===== config.mk =====
export PLATFORM = sky130hd
export DESIGN_NAME = pcileech_tx_sched
export DESIGN_NICKNAME = d
export VERILOG_FILES = /design/src/rtl/pcileech_tx_sched.sv
export SDC_FILE = /design/constraint.sdc
export NUM_CORES = 1
export LEC_CHECK = 0
export CAP_MARGIN = 20
export CORE_ASPECT_RATIO = 1.75
export CORE_UTILIZATION = 34
export CTS_CLUSTER_DIAMETER = 60
export DETAILED_ROUTE_END_ITERATION = 8
export PLACE_DENSITY = 0.81
export SLEW_MARGIN = 20
export SYNTH_ARGS = -nofsm -noshare
export SYNTH_HDL_FRONTEND = slang
export SYNTH_SLANG_ARGS = --single-unit

===== constraint.sdc =====
create_clock -name clk -period 1.81 [get_ports clk]
set_clock_uncertainty 0.2 [all_clocks]
set_input_delay 0.362 -clock clk [delete_from_list [all_inputs] [get_ports clk]]
set_output_delay 0.362 -clock clk [all_outputs]
set_load 0.02 [all_outputs]

===== src/rtl/pcileech_tx_sched.sv =====
// ----------------------------------------------------------------------------
// pcileech_tx_sched
//
// Shares the 34-bit USB TX packing path between four source FIFOs
// (0 = PCIe TLP, 1 = PCIe CFG, 2 = loopback, 3 = command). Decides which
// source gets each read strobe, keeps port-0 TLPs atomic, stops port 0 from
// starving ports 1-3, and forwards every returned word as a registered
// {ctx, data} beat tagged with its source index.
//
// Handshake: a strobe on p_req_data[n] in cycle t is an unconditional pop of
// source n; that source answers with p_valid[n] in cycle t+1, and the word
// leaves on dout/dout_valid in cycle t+2. There is no back-pressure on the
// return path, so a strobe is only issued while the packer is not almost full
// (sink_afull low), which leaves room for the word still in flight.
//
// Ports:
//   clk, rst_n        clock, asynchronous active-low reset
//   p_has_data[3:0]   source n FIFO not empty
//   p_req_data[3:0]   read strobe to source n, at most one bit high
//   p_valid[3:0]      source n data valid, one cycle after its strobe
//   p_din[127:0]      source n word at [32n+31:32n]
//   p_ctx[7:0]        source n ctx at [2n+1:2n]; port 0 ctx[0] = last of TLP
//   sink_afull        packer almost full
//   dout[33:0]        {ctx, data}, registered
//   dout_valid        dout qualifier
//   dout_port[1:0]    source index of dout
//   active            in LOCK0 or a read outstanding
//   dbg_state_o       current FSM state (0 = IDLE, 1 = LOCK0)
//
// Build option: define PCILEECH_TX_SCHED_RR_EN to serve ports 1-3
// round-robin; otherwise they are served in fixed priority 1 > 2 > 3.
// ----------------------------------------------------------------------------
module pcileech_tx_sched #(
    parameter int unsigned PARAM_STARVE_LIMIT = 8,
    parameter int unsigned PARAM_CNT_W        = 4
) (
    input  logic         clk,
    input  logic         rst_n,
    input  logic [3:0]   p_has_data,
    output logic [3:0]   p_req_data,
    input  logic [3:0]   p_valid,
    input  logic [127:0] p_din,
    input  logic [7:0]   p_ctx,
    input  logic         sink_afull,
    output logic [33:0]  dout,
    output logic         dout_valid,
    output logic [1:0]   dout_port,
    output logic         active,
    output logic         dbg_state_o
);

    localparam logic [0:0] ST_IDLE  = 1'b0;
    localparam logic [0:0] ST_LOCK0 = 1'b1;

    localparam logic [PARAM_CNT_W-1:0] STARVE_LIMIT = PARAM_CNT_W'(PARAM_STARVE_LIMIT);
    localparam logic [PARAM_CNT_W-1:0] CNT_MAX      = '1;

    logic [0:0]             state_q, state_d;
    logic [PARAM_CNT_W-1:0] cnt_q, cnt_d;
    logic                   outstanding_q;
    logic [33:0]            dout_q, dout_d;
    logic                   dout_valid_q, dout_valid_d;
    logic [1:0]             dout_port_q, dout_port_d;

    logic       last0_arriving;
    logic       others_wait;
    logic       starve_block;
    logic [1:0] lo_sel;
    logic       lo_grant;
    logic [3:0] req;

    assign last0_arriving = p_valid[0] & p_ctx[0];
    assign others_wait    = |p_has_data[3:1];
    // Port 0 is only held back when someone else can actually take the slot.
    assign starve_block   = (PARAM_STARVE_LIMIT != 0) && (cnt_q >= STARVE_LIMIT) && others_wait;

`ifdef PCILEECH_TX_SCHED_RR_EN
    logic [1:0] rr_q, rr_d;
    logic [1:0] cand;
    logic       found;

    // Search ports 1..3 starting at the pointer, wrapping 3 -> 1.
    always_comb begin
        lo_sel = 2'd3;
        cand   = rr_q;
        found  = 1'b0;
        for (int k = 0; k < 3; k++) begin
            if (!found && p_has_data[cand]) begin
                lo_sel = cand;
                found  = 1'b1;
            end
            cand = (cand == 2'd3) ? 2'd1 : cand + 2'd1;
        end
    end

    always_comb begin
        rr_d = rr_q;
        if (lo_grant) begin
            rr_d = (lo_sel == 2'd3) ? 2'd1 : lo_sel + 2'd1;
        end
    end

    always_ff @(posedge clk or negedge rst_n) begin
        if (!rst_n) begin
            rr_q <= 2'd1;
        end else begin
            rr_q <= rr_d;
        end
    end
`else
    always_comb begin
        if (p_has_data[1]) begin
            lo_sel = 2'd1;
        end else if (p_has_data[2]) begin
            lo_sel = 2'd2;
        end else begin
            lo_sel = 2'd3;
        end
    end
`endif

    // Grant decision and FSM.
    always_comb begin
        req      = 4'b0000;
        state_d  = state_q;
        cnt_d    = cnt_q;
        lo_grant = 1'b0;
        case (state_q)
            ST_IDLE: begin
                if (!sink_afull && (|p_has_data)) begin
                    if (p_has_data[0] && !starve_block) begin
                        req[0]  = 1'b1;
                        state_d = ST_LOCK0;
                        if (others_wait && (cnt_q != CNT_MAX)) begin
                            cnt_d = cnt_q + 1'b1;
                        end
                    end else begin
                        req[lo_sel] = 1'b1;
                        lo_grant    = 1'b1;
                        cnt_d       = '0;
                    end
                end
            end
            default: begin
                // The word strobed last cycle closes the packet: do not touch
                // the next packet, hand the slot back to IDLE instead.
                if (last0_arriving) begin
                    state_d = ST_IDLE;
                end else if (p_has_data[0] && !sink_afull) begin
                    req[0] = 1'b1;
                end
            end
        endcase
    end

    // Output register; lowest index wins if several valids ever coincide.
    always_comb begin
        dout_valid_d = 1'b0;
        dout_d       = dout_q;
        dout_port_d  = dout_port_q;
        for (int n = 3; n >= 0; n--) begin
            if (p_valid[n]) begin
                dout_valid_d = 1'b1;
                dout_d       = {p_ctx[2*n +: 2], p_din[32*n +: 32]};
                dout_port_d  = 2'(n);
            end
        end
    end

    always_ff @(posedge clk or negedge rst_n) begin
        if (!rst_n) begin
            state_q       <= ST_IDLE;
            cnt_q         <= '0;
            outstanding_q <= 1'b0;
            dout_q        <= '0;
            dout_valid_q  <= 1'b0;
            dout_port_q   <= 2'd0;
        end else begin
            state_q       <= state_d;
            cnt_q         <= cnt_d;
            outstanding_q <= |req;
            dout_q        <= dout_d;
            dout_valid_q  <= dout_valid_d;
            dout_port_q   <= dout_port_d;
        end
    end

    // Strobes are combinational, so they are masked while reset is held to
    // keep the sources from being popped during reset.
    assign p_req_data  = rst_n ? req : 4'b0000;
    assign dout        = dout_q;
    assign dout_valid  = dout_valid_q;
    assign dout_port   = dout_port_q;
    assign active      = (state_q == ST_LOCK0) | outstanding_q;
    assign dbg_state_o = state_q[0];

endmodule


==> results.md <==
* Hold crit path type: input port to async pin
* Switching share of power at 28.6%
* VDD IR-drop max at 518 µV
* Synth unique cells at 31
* Pwr dens at 629 nW/µm²
* Clock share of power at 26.6%
* Most instantiated cells after synthesis: dfrtp_1 (43), a21oi_1 (37), nor2_1 (37)
* Initial Util at 35.0%
* Number of synthesized register bits at 43
* Storage cell area at 1080 µm²
* Crit Path Max Fanout at 2
* Slew Viols, Final at 0
* Die X at 67.0 µm
* Core area at 7180 µm²
* R2R depth at 3
* Tightest Pin Transition at 558 ps
* Clock Latency Late Sink at 280 ps
* Dpl cells at 528
* Syn avg cell area at 10.1 µm²
* Slowest CP cell: dfrtp_2
* Share of cells above drive strength 1 at 23.5%
* Outcome: finished, violations left
* Net count, final at 611
* Int Power at 2.28 mW
* Achievable frequency at 500 MHz
* Fin worst setup slack at -190 ps
* DRC violations left at 0
* DR vias at 3,051
* Crit-path cells: nor2_2 -> nand4_1 -> buf_4 -> nor3_4 -> buf_6
* Largest cells by area after synthesis: dfrtp_1 (43%), mux2_2 (16%), a222oi_1 (13%), a21oi_1 (7.4%), nor2_1 (5.5%)
* Post-DP HPWL at 7290 µm
* Crit Path Category: flip-flop to output pin
* Most common cell in the synthesized netlist: dfrtp_1
* Port Buffer Count at 189
* Row cnt at 41
* Diodes inserted at 0
* Final-report setup violation count at 4
* CP arrival at 1440 ps
* Setup crit end kind: output pin
* Synth async-reset ratio at 100%
* CTS buffer count at 5
* First-pass GRT wire length at 14,000 µm
* Final Critical Period at 2000 ps
* Leakage at 2.32 nW
* Antenna-violating nets left at 0
* Antenna violations before repair at 0
* Post-Syn Area at 2510 µm²
* Worst path max stage delay at 410 ps
* H-tree depth at 2
* Final hold vios at 0
* Multi-input gate area at 1360 µm²
* Global route overflow at 0
* Post-synthesis sequential area ratio at 42.9%
* CTS Buffer Depth at 2
* Period Utilization, post-route at 110%
* Worst EP required at 1250 ps
* Largest net degree at the start of global routing at 44
* Post-synth EDFFs at 0
* Die area at 7750 µm²
* Final wirelength at 10,400 µm
* Unrepaired setup endpoints after global routing: yes
* R2r setup slk at 280 ps
* Share of total power in combinational logic at 37.2%
* CTS tree: done
* Avg Vias per Cell at 5.56
* Synth warn at 0
* Top-area cell type share of the netlist area at 42.9%
* Slew margin rel. at 62.8%
* Placer Congestion at 0.825
* Root Driver: clkbuf_16
* Fillers at 577
* Total track usage at 24.0%
* Syn nets at 397
* Layout area overhead at 102%
* R2R Path End: cnt_q[3]
* Violated checks: setup timing
* Type of origin of the critical path: flip-flop
* Pre-antenna DRT Iters at 8
* Switching power at 0.911 mW
* Iteration-0 DRC Markers at 270
* Per-cell routed wire length at 19.0 µm
* Primary FF master, synth: dfrtp_1
* Mapped Cells at 248
* Number of global-route vias before repair at 3,015
* # Max-Cap Violations at 0
* Die Ht at 116 µm
* CTS Sinks at 43
* Post-synth top area cell: dfrtp_1
* Seq pwr share at 36.2%
* Clock transition at the registers of the reported paths at 60 ps
* Non-filler cells, final at 549
* Fin Setup TNS at -620 ps
* IO Pins at 190
* Worst R2R Start: dbg_state_o
what timing repair did:
action	in CTS	in global routing
endpoints found under the setup margin	61	47
gates resized for setup	68	24
pin swaps	6	3
gates cloned	1	6
hold buffers	0	0
setup buffers	3	3
how the worst max path moves through the flow:
| stage | start | end |
|---|---|---|
| floorplan | dbg_state_o | p_req_data[1] |
| global placement | p_has_data[1] | p_req_data[2] |
| detailed placement | p_has_data[2] | p_req_data[0] |
| CTS | dbg_state_o | p_req_data[3] |
| global route | dbg_state_o | p_req_data[3] |
| finish | dbg_state_o | p_req_data[3] |
cell type report:
| type | instances | share of cell area [%] |
|---|---|---|
| Tap cell | 86 | 2.12 |
| Multi-Input combinational cell | 176 | 26.8 |
| Inverter | 5 | 0.370 |
| Clock inverter | 1 | 0.0987 |
| Timing Repair Buffer | 231 | 46.8 |
| Sequential cell | 43 | 21.3 |
| Clock buffer | 7 | 2.62 |
kinds of logic (layout without fill, tap and decap cells):
kind of cell / after synthesis / count (layout) / synth area share, %
AOI/OAI and AO/OA: 78 / 78 / 23.2
and+or+nand+nor: 60 / 60 / 11.1
DFF: 43 / 43 / 42.8
muxes: 36 / 36 / 16.1
buffers and inverters: 29 / 244 / 5.78
adders and majority gates: 2 / 2 / 0.996
placed cells by master, fill, tap and decap left out, drive strengths merged, types with 2 or more instances in the layout:
master / instances
a222oi: 33
o21bai: 2
dfrtp: 43
a21oi: 37
dlymetal6s2s: 16
buf: 45
mux2: 35
nor2: 37
nor2b: 3
clkbuf: 14
nand4: 2
nor3: 4
or3: 2
dlygate4sd2: 23
clkdlybuf4s50: 139
ha: 2
nand2: 4
inv: 5
per-stage QoR:
step	hold slack, ps	setup WS (ps)	total power, mW	area (µm²)	utilization (%)
floorplan	-134	-9.11	1.64	2540	-
global placement	271	-855	2.31	4690	65.2
detailed placement	284	-903	2.34	4690	65.2
CTS	109	-131	3.18	4860	67.6
global route	140	-250	3.33	5070	70.6
finish	91.0	-190	3.19	5070	70.6
worst max-delay path: cells and delay by family (launching register included):
| family | cells | cell delay (ps) |
|---|---|---|
| buffers and inverters | 2 | 320 |
| DFF | 1 | 410 |
| and+or+nand+nor | 3 | 410 |
power groups by stage:
stage	registers, mW	clock network [mW]	logic [mW]
final	1.15	0.847	1.19
after global routing	1.16	0.905	1.26
after CTS	1.15	0.870	1.15
after detailed placement	1.17	0	1.17
after global placement	1.17	0	1.14
after floorplan	1.28	0	0.354
flip-flops by register name, summed over array words and instances, names as in the netlist:
signal         count
cnt_q              4
dout_valid         1
dbg_state_o        1
outstanding_q      1
dout              34
dout_port          2
routing by layer:
layer,global-route usage (%),part of all wire (%),vias up
met2,47.7,58,166
li1,-,-,1398
met5,0,0,-
met4,8.23,1.9,0
met1,23.1,33,1472
met3,5.22,7.2,15
No activity file was read; power rests on OpenSTA's default activity.
